**src/rtl/serializer_8x1_pkg.sv**
```systemverilog
// serializer_8x1_pkg: state encoding, word/select widths and parity helper shared by serializer_8x1.
package serializer_8x1_pkg;

    localparam int WORD_W = 8;
    localparam int SEL_W  = 3;

    typedef enum logic [1:0] {
        ST_IDLE   = 2'd0,
        ST_SHIFT  = 2'd1,
        ST_PARITY = 2'd2
    } state_t;

    // Even parity: the emitted bit makes the total count of ones even.
    function automatic logic even_parity(input logic [WORD_W-1:0] w);
        return ^w;
    endfunction

endpackage

```
**src/rtl/mux_8x1.sv**
```systemverilog
// mux_8x1: 8-to-1 single-bit multiplexer, y = I[{s2,s1,s0}].
module mux_8x1 (
    input  logic i0,
    input  logic i1,
    input  logic i2,
    input  logic i3,
    input  logic i4,
    input  logic i5,
    input  logic i6,
    input  logic i7,
    input  logic s0,
    input  logic s1,
    input  logic s2,
    output logic y
);

    logic [7:0] w_in;
    logic [2:0] w_s;

    assign w_in = {i7, i6, i5, i4, i3, i2, i1, i0};
    assign w_s  = {s2, s1, s0};
    assign y    = w_in[w_s];

endmodule

```
**src/rtl/serializer_8x1.sv**
```systemverilog
// serializer_8x1: 8-bit parallel-to-serial converter with valid/ready on both sides.
// Optional even-parity trailer bit when SER_PARITY_EN is defined.
module serializer_8x1
    import serializer_8x1_pkg::*;
#(
    parameter logic IDLE_LEVEL = 1'b0
) (
    input  logic              clk,
    input  logic              rst,
    input  logic              in_valid,
    output logic              in_ready,
    input  logic [WORD_W-1:0] din,
    output logic              ser_valid,
    input  logic              ser_ready,
    output logic              ser_out,
    output logic [SEL_W-1:0]  sel,
    output logic              last,
    output logic              busy
);

`ifdef SER_PARITY_EN
    localparam logic PAR_EN = 1'b1;
`else
    localparam logic PAR_EN = 1'b0;
`endif

    state_t            r_state;
    state_t            w_state_nxt;
    logic [WORD_W-1:0] r_word;
    logic [WORD_W-1:0] w_word_nxt;
    logic [SEL_W-1:0]  r_sel;
    logic [SEL_W-1:0]  w_sel_nxt;
    logic              w_accept;
    logic              w_hs;
    logic              w_bit;
    logic              w_final;

    mux_8x1 u_mux (
        .i0 (r_word[0]),
        .i1 (r_word[1]),
        .i2 (r_word[2]),
        .i3 (r_word[3]),
        .i4 (r_word[4]),
        .i5 (r_word[5]),
        .i6 (r_word[6]),
        .i7 (r_word[7]),
        .s0 (r_sel[0]),
        .s1 (r_sel[1]),
        .s2 (r_sel[2]),
        .y  (w_bit)
    );

    assign in_ready  = (r_state == ST_IDLE);
    assign busy      = ~in_ready;
    assign ser_valid = busy;
    assign sel       = r_sel;
    assign w_accept  = in_valid & in_ready;
    assign w_hs      = ser_valid & ser_ready;
    assign w_final   = (r_sel == SEL_W'(WORD_W - 1));

    always_comb begin
        w_state_nxt = r_state;
        w_word_nxt  = r_word;
        w_sel_nxt   = r_sel;
        ser_out     = IDLE_LEVEL;
        last        = 1'b0;
        case (r_state)
            ST_IDLE: begin
                if (w_accept) begin
                    w_word_nxt  = din;
                    w_sel_nxt   = '0;
                    w_state_nxt = ST_SHIFT;
                end
            end
            ST_SHIFT: begin
                ser_out = w_bit;
                last    = w_final & ~PAR_EN;
                if (w_hs) begin
                    if (!w_final) begin
                        w_sel_nxt = r_sel + 1'b1;
                    end else if (PAR_EN) begin
                        // sel stays at 7 while the parity bit is on the wire
                        w_state_nxt = ST_PARITY;
                    end else begin
                        w_state_nxt = ST_IDLE;
                        w_sel_nxt   = '0;
                    end
                end
            end
            ST_PARITY: begin
                ser_out = even_parity(r_word);
                last    = 1'b1;
                if (w_hs) begin
                    w_state_nxt = ST_IDLE;
                    w_sel_nxt   = '0;
                end
            end
            default: begin
                w_state_nxt = ST_IDLE;
                w_sel_nxt   = '0;
            end
        endcase
    end

    always_ff @(posedge clk) begin
        if (rst) begin
            r_state <= ST_IDLE;
            r_word  <= '0;
            r_sel   <= '0;
        end else begin
            r_state <= w_state_nxt;
            r_word  <= w_word_nxt;
            r_sel   <= w_sel_nxt;
        end
    end

endmodule

```
**config.mk**
```make
export PLATFORM = sky130hd
export DESIGN_NAME = serializer_8x1
export DESIGN_NICKNAME = d
export VERILOG_FILES = /design/src/rtl/serializer_8x1_pkg.sv /design/src/rtl/mux_8x1.sv /design/src/rtl/serializer_8x1.sv
export SDC_FILE = /design/constraint.sdc
export NUM_CORES = 1
export LEC_CHECK = 0
export ABC_AREA = 1
export CORE_UTILIZATION = 25
export CTS_BUF_LIST = sky130_fd_sc_hd__clkbuf_8
export DETAILED_ROUTE_END_ITERATION = 7
export PLACE_DENSITY_LB_ADDON = 0.08
export SETUP_SLACK_MARGIN = 0.1
export SLEW_MARGIN = 20
export SYNTH_ARGS = -nofsm -noshare
export SYNTH_HDL_FRONTEND = slang
export SYNTH_SLANG_ARGS = --single-unit
```
**constraint.sdc**
```tcl
create_clock -name clk -period 1.7 [get_ports clk]
set_clock_uncertainty 0.1 [all_clocks]
set_input_delay 0.425 -clock clk [delete_from_list [all_inputs] [get_ports clk]]
set_output_delay 0.425 -clock clk [all_outputs]
set_load 0.1 [all_outputs]
```
==> summary.md <==
| Metric | Value |
|---|---|
| Final HPWL DP | 993 um |
| Fin nets | 123 |
| Failing checks | negative setup slack |
| Max FO, Critical Path | 3 |
| Internal Power | 590 uW |
| Worst Hold Launch | r_word[7] |
| Hold Violations, Final | 0 |
| Vias/cell | 4.26 |
| Seq/Total Area, Yosys | 37.7% |
| Setup TNS | -0.223 ns |
| Top cells by area, synth | dfxtp_1 (38%), nand2_1 (9.4%), a21oi_1 (7.9%) |
| Worst-skew pair later-pin latency | 0.24 ns |
| Power Dens Cells | 778 nW/um2 |
| Area of the die | 2750 um2 |
| CTS tree | done |
| Combinational share of power | 25.1% |
| Seq pwr share | 37.5% |
| RSZ-0062 raised after global routing | yes |
| Clk sinks | 12 |
| Slew @ Worst Pin | 0.337 ns |
| Reg2reg start | sel[0] |
| Tcrit/Tclk final | 107% |
| Drt wl/cell | 10.4 um |
| Io pins | 20 |
| Clock Tree Buf Depth | 2 |
| Top post-synthesis cells by count | nand2_1 (16), inv_1 (13), dfxtp_1 (12) |
| Most common cell in the synthesized netlist | nand2_1 |
| Crit path from | sel[1] |
| Die Height | 52.5 um |
| Post-Syn Instances | 85 |
| ANT nets after route | 0 |
| RR Endpoint | sel[0] |
| Outcome | finished with violations |
| Design area | 1080 um2 |
| Yosys cell types | 16 |
| Area of the core | 2300 um2 |
| Syn_area_per_cell | 7.49 um2 |
| Clk network pwr share | 37.5% |
| Overall routing resource usage | 11.2% |
| Switching Fraction | 30.2% |
| Largest net degree at the start of global routing | 18 |
| Number of flops mapped to enable cells by yosys | 0 |
| Hold Path Class | reg -> reg |
| First-pass GRT wire length | 2.20 mm |
| Hold Crit Depth | 2 |
| Clock-pin slew on the worst setup and hold paths | 0.06 ns |
| DRT Wirelength | 1.41 mm |
| Number of synthesized register bits | 12 |
| Ys async rst share | 0% |
| Syn_nets | 99 |
| Share of cells above drive strength 1 | 39.8% |
| Root buf cell | clkbuf_8 |
| CP endpoint kind | primary output |
| Hold Path Sink | r_word[7] |
| Row count | 17 |
| Final RePlAce weighted congestion | 0.722 |
| Max Cap Violations | 0 |
| Starting density of the core | 27.7% |
| Placement Cell Area | 951 um2 |
| Post-synth top area share | 37.7% |
| First drt pass iteration count | 4 |
| H-tree depth | 1 |
| WP data required | 1.17 ns |
| Number of global-route vias before repair | 477 |
| Final Slew Violations | 0 |
| Period minus WS final | 1.81 ns |
| Grt ovf | 0 |
| Fill cells | 225 |
| Startpoint types | flip-flop |
| Synth warn | 0 |
| # port buffers | 19 |
| Worst EP arrival | 1.29 ns |
| Endpoints failing setup | 2 |
| Leading area contributor after synthesis | dfxtp_1 |
| Slack of the critical path | -0.113 ns |
| P_sw | 254 uW |
| Static leakage | 0.000441 uW |
| Peak Freq | 0.551 GHz |
| Initial DRC count | 5 |
| Worst slack at placement | 0.0679 ns |
| Initial antenna violation count | 0 |
| Peak supply drop | 0.544 mV |
| Via Count | 580 |
| Area growth from synthesis to final layout | 70.3% |
| Worst rel slew slack | 77.5% |
| WS Path Type | reg -> out |
| Post-synth top flop | dfxtp_1 |
| DRC Markers | 0 |
| Reg2Reg Setup Slack | 0.41 ns |
| Post-Syn Area | 637 um2 |
| R2R cell count | 6 |
| Die width | 52.5 um |
| Clock buffer count from CTS | 3 |
| Diodes inserted | 0 |
-- power by group through the flow --
stage	Combinational [uW]	Clock [uW]	Sequential [uW]
2_1_floorplan	130	0	325
3_3_place_gp	205	0	321
3_5_place_dp	205	0	322
4_1_cts	209	322	315
5_1_grt	227	330	319
6_report	212	316	316
-- how the worst max path moves through the flow --
stage,end,slack (ns)
after floorplan,ser_out,-0.08
after global placement,sel[0],0.06
after detailed placement,sel[0],0.07
after CTS,ser_out,-0.12
after global routing,ser_out,-0.16
final,ser_out,-0.11
-- per-stage QoR --
stage / utilization [%] / instances / total power [uW] / hold WS [ns]
3_5_place_dp: 41.4 / 131 / 527 / 0.354
2_1_floorplan: - / 85 / 456 / 0.329
5_1_grt: 47.2 / 136 / 876 / 0.383
3_3_place_gp: 41.4 / 131 / 527 / 0.347
6_report: 47.2 / 136 / 844 / 0.362
4_1_cts: 45.8 / 135 / 846 / 0.358
-- worst max-delay path: stages, from the launching register on --
cell	delay (ns)
dfxtp_4	0.36
buf_6	0.13
inv_4	0.04
nand3_2	0.07
nand3_2	0.09
nand2_4	0.05
nor2_4	0.13
buf_12	0.18
-- per-layer routing --
metal	vias up	GRT usage, %	wire, um
met5	-	0	0
met4	0	5.26	19
met3	2	2.90	72
met2	15	15.0	598
met1	248	16.4	723
li1	315	-	-
-- cell usage in the layout, fill, tap and decap left out, types with 2 or more instances in the layout --
| master | synthesis | layout |
|---|---|---|
| o21ai_2 | 2 | 2 |
| nand2_4 | 0 | 2 |
| nand3_2 | 0 | 3 |
| clkbuf_8 | 0 | 4 |
| a21oi_1 | 10 | 10 |
| dfxtp_4 | 0 | 3 |
| clkdlybuf4s50_1 | 0 | 11 |
| buf_4 | 4 | 5 |
| nand3_1 | 8 | 5 |
| buf_12 | 0 | 8 |
| nand2_2 | 0 | 2 |
| dfxtp_1 | 12 | 8 |
| o21ai_1 | 4 | 4 |
| ha_4 | 0 | 2 |
| inv_4 | 1 | 3 |
| nand2_1 | 16 | 12 |
| a21oi_2 | 3 | 3 |
| o21ai_0 | 3 | 3 |
| inv_1 | 13 | 11 |
-- state kept, by name (all words and copies together), names as in the netlist --
signal	count
r_word	8
r_state	1
sel	3
-- final cells by class --
cell class                      instances  area [um2]  share of cell area [%]
Multi-Input combinational cell         52         355                    32.8
Clock buffer                            4        55.1                    5.07
Inverter                               15        67.6                    6.23
Sequential cell                        12         253                    23.3
Timing Repair Buffer                   25         319                    29.4
Tap cell                               28        35.0                    3.23
-- repair_timing --
action	CTS	global route
hold buffers	0	0
buffers inserted	0	1
gates resized for setup	12	8
setup endpoints to repair	2	3
pin swaps	3	5
hold endpoints to repair	0	0
-- cell families after synthesis --
logic type / after synthesis / synth area share (%)
AOI/OAI and AO/OA: 22 / 20.2
adders and majority gates: 2 / 3.93
buffers and inverters: 21 / 17.5
DFF: 12 / 37.7
and+or+nand+nor: 28 / 20.6
Power figures use the tool's default switching activity.
